File: src/rtl/cla_seq_adder_pkg.sv
// cla_pkg: shared FSM state type and sizing helpers for the nibble-serial adder
package cla_pkg;
  typedef enum logic [1:0] {IDLE, CALC, DONE} cla_state_t;
  localparam int NIBBLE_W = 4;
  function automatic int cnt_w(input int width);
    return (width / NIBBLE_W > 1) ? $clog2(width / NIBBLE_W) : 1;
  endfunction
endpackage

File: src/rtl/cla_seq_adder_if.sv
// cla_seq_adder_if: operand/result valid-ready bus of the nibble-serial adder
interface cla_seq_adder_if #(
  parameter int WIDTH = 16
);
  logic in_valid;
  logic in_ready;
  logic [WIDTH-1:0] a;
  logic [WIDTH-1:0] b;
  logic c_in;
  logic out_valid;
  logic out_ready;
  logic [WIDTH-1:0] sum;
  logic c_out;
  logic ovf;
  logic busy;
  modport master (
    output in_valid, a, b, c_in, out_ready,
    input in_ready, out_valid, sum, c_out, ovf, busy
  );
  modport slave (
    input in_valid, a, b, c_in, out_ready,
    output in_ready, out_valid, sum, c_out, ovf, busy
  );
endinterface

File: src/rtl/cla_seq_adder_cla_4bit.sv
// cla_4bit: 4-bit carry-lookahead adder slice
module cla_4bit (
  input logic [3:0] a,
  input logic [3:0] b,
  input logic c_in,
  output logic [3:0] sum,
  output logic c_out
);
  logic [3:0] g, p;
  logic [4:1] c;
  assign g = a & b;
  assign p = a ^ b;
  assign c[1] = g[0] | (p[0] & c_in);
  assign c[2] = g[1] | (p[1] & g[0]) | (&p[1:0] & c_in);
  assign c[3] = g[2] | (p[2] & g[1]) | (&p[2:1] & g[0]) | (&p[2:0] & c_in);
  assign c[4] = g[3] | (p[3] & g[2]) | (&p[3:2] & g[1]) | (&p[3:1] & g[0]) | (&p & c_in);
  assign sum = p ^ {c[3:1], c_in};
  assign c_out = c[4];
endmodule

File: src/rtl/cla_seq_adder.sv
// cla_seq_adder: adds one nibble per clock through a single shared cla_4bit,
// chaining the carry in a register; result held until the output handshake.
module cla_seq_adder
  import cla_pkg::*;
#(
  parameter int WIDTH = 16
) (
  input logic clk,
  input logic rst_n,
  cla_seq_adder_if.slave bus
);
  localparam int NIB = WIDTH / NIBBLE_W;
  localparam int CW = cnt_w(WIDTH);
  if (WIDTH % NIBBLE_W != 0 || WIDTH < NIBBLE_W) begin : g_bad_width
    $error("cla_seq_adder: WIDTH must be a multiple of 4 and at least 4");
  end
  cla_state_t state;
  logic [CW-1:0] nib_cnt;
  logic [WIDTH-1:0] op_a, op_b, sum_q;
  logic carry_q, sign_a, sign_b, ovf_q;
  logic [3:0] nib_sum;
  logic nib_c;
  logic last;
  cla_4bit u_cla (
    .a(op_a[3:0]),
    .b(op_b[3:0]),
    .c_in(carry_q),
    .sum(nib_sum),
    .c_out(nib_c)
  );
  assign last = nib_cnt == CW'(NIB - 1);
  always_ff @(posedge clk or negedge rst_n)
    if (!rst_n) begin
      state <= IDLE;
      nib_cnt <= '0;
      op_a <= '0;
      op_b <= '0;
      sum_q <= '0;
      carry_q <= 1'b0;
      sign_a <= 1'b0;
      sign_b <= 1'b0;
      ovf_q <= 1'b0;
    end else begin
      case (state)
        IDLE: if (bus.in_valid) begin
          op_a <= bus.a;
          op_b <= bus.b;
          carry_q <= bus.c_in;
          sign_a <= bus.a[WIDTH-1];
          sign_b <= bus.b[WIDTH-1];
          nib_cnt <= '0;
          state <= CALC;
        end
        CALC: begin
          sum_q <= (sum_q >> NIBBLE_W) | (WIDTH'(nib_sum) << (WIDTH - NIBBLE_W));
          op_a <= op_a >> NIBBLE_W;
          op_b <= op_b >> NIBBLE_W;
          carry_q <= nib_c;
          nib_cnt <= nib_cnt + CW'(1);
          // the final slice sum supplies the result MSB, so overflow is known here
          if (last) begin
            ovf_q <= (sign_a == sign_b) && (nib_sum[3] != sign_a);
            state <= DONE;
          end
        end
        DONE: if (bus.out_ready) state <= IDLE;
        default: state <= IDLE;
      endcase
    end
  assign bus.in_ready = state == IDLE;
  assign bus.out_valid = state == DONE;
  assign bus.busy = state != IDLE;
  assign bus.sum = sum_q;
  assign bus.c_out = carry_q;
  assign bus.ovf = ovf_q;
endmodule

File: src/flat_wrapper.sv
// flat-port wrapper written by rule: the top's interface ports become plain ports
module cla_seq_adder_flat import cla_pkg::*;
#(
  parameter int WIDTH = 16
)
  (clk, rst_n, bus_in_valid, bus_a, bus_b, bus_c_in, bus_out_ready, bus_in_ready, bus_out_valid, bus_sum, bus_c_out, bus_ovf, bus_busy);
  cla_seq_adder_if #(.WIDTH(WIDTH)) bus_i ();
  input logic clk;
  input logic rst_n;
  input wire logic [$bits(bus_i.in_valid)-1:0] bus_in_valid;
  input wire logic [$bits(bus_i.a)-1:0] bus_a;
  input wire logic [$bits(bus_i.b)-1:0] bus_b;
  input wire logic [$bits(bus_i.c_in)-1:0] bus_c_in;
  input wire logic [$bits(bus_i.out_ready)-1:0] bus_out_ready;
  output wire logic [$bits(bus_i.in_ready)-1:0] bus_in_ready;
  output wire logic [$bits(bus_i.out_valid)-1:0] bus_out_valid;
  output wire logic [$bits(bus_i.sum)-1:0] bus_sum;
  output wire logic [$bits(bus_i.c_out)-1:0] bus_c_out;
  output wire logic [$bits(bus_i.ovf)-1:0] bus_ovf;
  output wire logic [$bits(bus_i.busy)-1:0] bus_busy;
  assign bus_i.in_valid = bus_in_valid;
  assign bus_i.a = bus_a;
  assign bus_i.b = bus_b;
  assign bus_i.c_in = bus_c_in;
  assign bus_i.out_ready = bus_out_ready;
  assign bus_in_ready = bus_i.in_ready;
  assign bus_out_valid = bus_i.out_valid;
  assign bus_sum = bus_i.sum;
  assign bus_c_out = bus_i.c_out;
  assign bus_ovf = bus_i.ovf;
  assign bus_busy = bus_i.busy;
  cla_seq_adder #(.WIDTH(WIDTH)) u_core (.clk(clk), .rst_n(rst_n), .bus(bus_i));
endmodule
File: config.mk
export PLATFORM = sky130hd
export DESIGN_NAME = cla_seq_adder_flat
export DESIGN_NICKNAME = d
export VERILOG_FILES = /design/src/rtl/cla_seq_adder_pkg.sv /design/src/rtl/cla_seq_adder_if.sv /design/src/rtl/cla_seq_adder_cla_4bit.sv /design/src/rtl/cla_seq_adder.sv /design/src/flat_wrapper.sv
export SDC_FILE = /design/constraint.sdc
export NUM_CORES = 1
export LEC_CHECK = 0
export CAP_MARGIN = 15
export CORE_MARGIN = 2
export CORE_UTILIZATION = 40
export CTS_CLUSTER_DIAMETER = 200
export DETAILED_ROUTE_END_ITERATION = 8
export DONT_BUFFER_PORTS = 1
export PLACE_DENSITY = 0.57
export SLEW_MARGIN = 5
export SYNTH_ARGS = -nofsm -noshare
export SYNTH_HDL_FRONTEND = slang
export SYNTH_SLANG_ARGS = --single-unit
File: constraint.sdc
create_clock -name clk -period 1.8 [get_ports clk]
set_input_delay 0.18 -clock clk [delete_from_list [all_inputs] [get_ports clk]]
set_output_delay 0.18 -clock clk [all_outputs]
set_load 0.05 [all_outputs]
Yosys cells after proc, flatten, opt, wreduce, memory -nomap -nowiden
Index checks and enable logic that the tools add are counted.
Cells by class
  $add $sub $neg: 1
  eq/ne operators: 8
  muxes and demuxes: 12
  bitwise logic cells: 24
  reductions and logical operators: 14
Operators with widths (number)
  case mux 16 bit (2 select lines): 2
  two-way mux 16 bit: 2
  bitwise OR 12 x 16 -> 16 bit: 1
  AND reduction 2 bit: 6
  AND 1 bit: 10
  bitwise OR 1 bit: 10
  AND reduction 3 bit: 3
  two-way mux 2 bit: 4
  bitwise XOR 4 bit: 2
  case mux 2 bit (3 select lines): 1
  AND 4 bit: 1
  == test 2 bit, second input constant: 2
  != test 2 bit, second input constant: 2
  case mux 2 bit (2 select lines): 1
  AND reduction 4 bit: 1
  nonzero test 2 bit: 2
  adder 2 x 1 -> 2 bit, second input constant: 1
  == test 2 x 1 -> 1 bit, second input constant: 1
  logical NOT 2 bit: 1
  != test 2 x 1 -> 1 bit, second input constant: 1
  case mux 1 bit (2 select lines): 1
  == test 1 bit: 1
  logical AND 1 bit: 1
  two-way mux 1 bit: 1
  != test 1 bit: 1
Storage, ports and cells
  bits in registers: 56
  input port bits: 37
  logic and storage cells: 68

Depth between registers and ports, before layout
  depth in word-level cells: 8
  mapped depth: 6
  gate-level depth less buffers: 5

Modules after synthesis
From an unflattened synthesis, not the netlist that was laid out.
Unflattened totals
  cell total of the unflattened synthesis: 276
  area, all modules: 2673.8 µm²
Modules (own cells, without submodules)
  cla_seq_adder: times used 1, cells an instance 259, area each 2526.2 µm², seq. area each 1401.3 µm²
  cla_4bit: times used 1, cells an instance 17, area each 147.6 µm², seq. area each 0.0 µm²

Worst setup path before layout
Ideal clock, no wire load.
  kind: register -> output
  start: register u_core.state[1]
  end: output bus_busy
  arrival: 1.562 ns
  data required time: 1.620 ns
  setup slack: 0.058 ns
  cell stages (with the launch flop): 3
  buffers on the path: 0
  cell sequence: dfrtp_1 > nor2_1 > inv_1
Between the ends
  word-level cells in the longest chain between the ends: 1
Ends and longest elaborated chain
  start: declaration: RTL line cla_seq_adder.sv:17  | cla_state_t state;
  start signal: assignment: RTL line cla_seq_adder.sv:34  | state <= IDLE;
  start signal: assignment: RTL line cla_seq_adder.sv:52  | state <= CALC;
  start signal: assignment: RTL line cla_seq_adder.sv:63  | state <= DONE;
  nonzero test 2 bit: RTL line cla_seq_adder.sv:72  | assign bus.busy = state != IDLE;
  end: declaration: RTL line flat_wrapper.sv:20  | output wire logic [$bits(bus_i.busy)-1:0] bus_busy;
No other way between the ends.

Worst setup path after layout
  start: register u_core.op_a[0]
  end: register u_core.ovf_q (netlist: u_core.bus.ovf)
Between the ends
  word-level cells in the longest chain between the ends: 7
  elaborated cells on any way between the ends: 10
Ends and longest elaborated chain
  start: declaration: RTL line cla_seq_adder.sv:19  | logic [WIDTH-1:0] op_a, op_b, sum_q;
  start signal: assignment: RTL line cla_seq_adder.sv:46  | op_a <= bus.a;
  start signal: assignment: RTL line cla_seq_adder.sv:56  | op_a <= op_a >> NIBBLE_W;
  bitwise XOR 4 bit / AND 4 bit (equally long branches): RTL line cla_seq_adder_cla_4bit.sv:12, cla_seq_adder_cla_4bit.sv:11
  AND reduction 3 bit / AND 1 bit (equally long branches): RTL line cla_seq_adder_cla_4bit.sv:15  | assign c[3] = g[2] | (p[2] & g[1]) | (&p[2:1] & g[0]) | (&p[2:0] & c_in);
  AND 1 bit / bitwise OR 1 bit (equally long branches): RTL line cla_seq_adder_cla_4bit.sv:15
  bitwise OR 1 bit *: RTL line cla_seq_adder_cla_4bit.sv:15
  bitwise XOR 4 bit *: RTL line cla_seq_adder_cla_4bit.sv:17  | assign sum = p ^ {c[3:1], c_in};
  != test 1 bit *: RTL line cla_seq_adder.sv:62  | ovf_q <= (sign_a == sign_b) && (nib_sum[3] != sign_a);
  logical AND 1 bit *: RTL line cla_seq_adder.sv:62
  end signal: assignment: RTL line cla_seq_adder.sv:62
  end: declaration: RTL line cla_seq_adder.sv:20  | logic carry_q, sign_a, sign_b, ovf_q;
Mark *: on every way between the ends. The rest lies on a longest branch, timed or not.
A chain may end at the register's enable or synchronous reset.

==> impl_results.md <==
* Max Cap Viol at 0
* Final ANT Viol Nets at 0
* Grt met3 use at 0.0586
* Register area share after synthesis at 0.556
* 1st-pass router iterations at 4
* Layout area overhead at 16.4%
* Drt via density at 5.03
* Part of the cycle the worst path needs at 0.925
* Synth Flop Type: dfrtp_1
* Critical Path RT at approximately 2.0 ns
* First-pass GRT wire length at 8.54 mm
* Setup TNS at 0 ns
* GPL Wtd Cong at between 0.7 and 0.8
* Initial Util at 0.420
* Post-synth top cells: nand2_1, dfrtp_1, o21ai_0, mux2i_1, clkbuf_1
* Post-synth EDFFs at 0
* Crit-path cells: ha_1, a21o_1, a221o_1, or3_1, nand3_1
* Initial antenna violation count at 0
* CTS Buf Count at 5
* Total wire length at 5.03 mm
* Async set-reset flop share out of synthesis at 1.00
* GRT Total Usage at 0.153
* Die ar. at 0.00695 mm²
* Number of remaining DRC errors at 0
* # IOs at 58
* Clock edge transition at the registers on the reported setup and hold paths at 0.10 ns
* Met2 usage at 0.241
* VDD IR max at roughly 0.90 mV
* Fin util at 0.490
* Final hold violation count at 0
* Nets at 319
* RSZ-0062 raised after global routing: false
* Die W at 83.4 µm
* Routed vias at 1769
* Status: completed
* Largest net degree at the start of global routing at 57
* Share of cells above drive strength 1 at 0.112
* Cell Area, Synth at around 0.0025 mm²
* Port Buf Inserts at 0
* Clk buf depth at 2
* Syn Nets at roughly 300
* Chip Height at 83.4 µm
* Std cell rows at 28
* GR Layer Usage met1 at 0.195
* Final setup viols at 0
* Syn_area_per_cell at 9.76 µm²
* Iter 0 DRT Violations at 74
* Busiest grt layer: met2
* Worst Hold Class: input pin to flip-flop
* Post-synthesis cell count at 258
* Vias in the first global route at 1748
* Critical path arrival at 1.91 ns
* Leak at 1.36 nW
* Worst setup SP type: flip-flop
* Maximum clock frequency at about 600 MHz
* Worst Setup End Kind: flip-flop
* Top cells by area, synth: dfrtp_1, nand2_1, mux2i_1
* Critical path type: flip-flop to flip-flop
* Slew Limit Fails at 0
* Slew margin rel. at 0.655
* Layout Skew at 0.00627 ns
* Seq cells post-synth at 56
* Most frequent cell after synthesis: nand2_1
* Crit-path max FO at 3
* Slowest CP cell: dfrtp_1
* Cell Pwr Density at 1980 mW/mm²
* Core Region at 0.00599 mm²
* Wire per inst at 14.3 µm
* CTS tree: done
* Yosys top cell area share at 0.556
* # H-tree levels at 2
* Clock Latency Late Sink at 0.31 ns
* Root buffer cell: clkbuf_8
* Fin crit period at 1.66 ns
* Antenna cells at 0
* Max incr delay on CP at roughly 0.39 ns
* Worst-margin pin slew at 0.518 ns
* Post-synth top area cell: dfrtp_1
* Yosys warning count at 0
* Cell variety after synth at 30
* Dpl hpwl at 3.39 mm
* Total global routing overflow at 0
* Clk sink count at 56
==> worst paths after layout <==
path,startpoint,slack [ns],end,depth (start not counted)
max reg2reg,u_core.op_a[0],0.14,u_core.bus.ovf,5
max,u_core.op_a[0],0.14,u_core.bus.ovf,5
min,bus_out_ready,0.03,u_core.state[1],2
max in group asynchronous,rst_n,1.14,u_core.nib_cnt[1],2
min in group asynchronous,rst_n,0.41,u_core.bus.sum[11],2
min reg2reg,u_core.op_a[11],0.49,u_core.op_a[7],2
==> through the flow <==
stage | cells | total power [mW] | instance area (µm²) | hold slack, ns | setup WS, ns
final | 352 | 5.80 | 2930 | 0.0341 | 0.135
after global routing | 352 | 6.31 | 2930 | 0.0399 | 0.0408
after CTS | 347 | 5.82 | 2880 | 0.00116 | 0.00746
after detailed placement | 331 | 4.94 | 2670 | -0.113 | 0.0544
after global placement | 331 | 4.90 | 2670 | -0.114 | 0.0719
after floorplan | 258 | 4.32 | 2520 | -0.116 | 0.0576
==> placed cells by master, fill, tap and decap left out, drive strengths merged, types with 2 or more instances in the layout <==
cell type    instances
nor2                 8
a22o                 2
a211oi               2
xor2                 2
dfrtp               56
clkbuf               5
o21ai               37
or3                  2
and3                 2
ha                   5
nor2b                2
mux2i               22
nand2b               2
mux2                 2
buf                 17
a21oi                3
inv                  4
nand2               82
dlygate4sd3          9
==> layer usage <==
metal / share of wire / up-vias
met5: 0 / -
met4: 0.011 / 0
met3: 0.071 / 7
met2: 0.48 / 46
met1: 0.44 / 824
li1: - / 892
==> cells by family after synthesis <==
family / after synthesis / share of synthesized area
simple gates: 102 / 0.166
fa+ha+maj: 6 / 0.0328
compound gates: 49 / 0.108
mux: 24 / 0.0964
xor+xnor: 2 / 0.00696
flops: 56 / 0.556
buf+inv: 19 / 0.0328
==> cell type report <==
type                    count  area [µm²]
multi-input cells         183        1060
clock inverters             3        42.5
fillers                   579        3060
repair buffers             26         250
well taps                  75        93.8
flip-flops and latches     56        1400
inverters                   4        15.0
clock buffers               5        68.8
==> flip-flops by register name, indices dropped and copies added, names as in the netlist <==
signal / cells
u_core.state: 2
u_core.op_a: 16
u_core.sign_b: 1
u_core.op_b: 16
u_core.nib_cnt: 2
u_core.bus.sum: 16
u_core.bus.ovf: 1
u_core.bus.c_out: 1
u_core.sign_a: 1
==> timing repair <==
| action | in CTS | in global routing |
|---|---|---|
| buffers inserted | 0 | 3 |
| resized for setup | 0 | 1 |
| hold buffers | 8 | 2 |
| endpoints found under the hold margin | 62 | 4 |
| endpoints found under the setup margin | 0 | 1 |
==> power breakdown <==
group	internal [mW]	switching (mW)
clock network	0.412	0.394
logic	0.935	1.31
registers	1.79	0.963
==> worst max-delay path: cells and delay by family (launching register included) <==
family,cells,cell delay (ns)
fa+ha+maj,1,0.31
simple gates,2,0.40
compound gates,2,0.51
flops,1,0.39
Note: power is estimated with default switching activity, not from simulation.
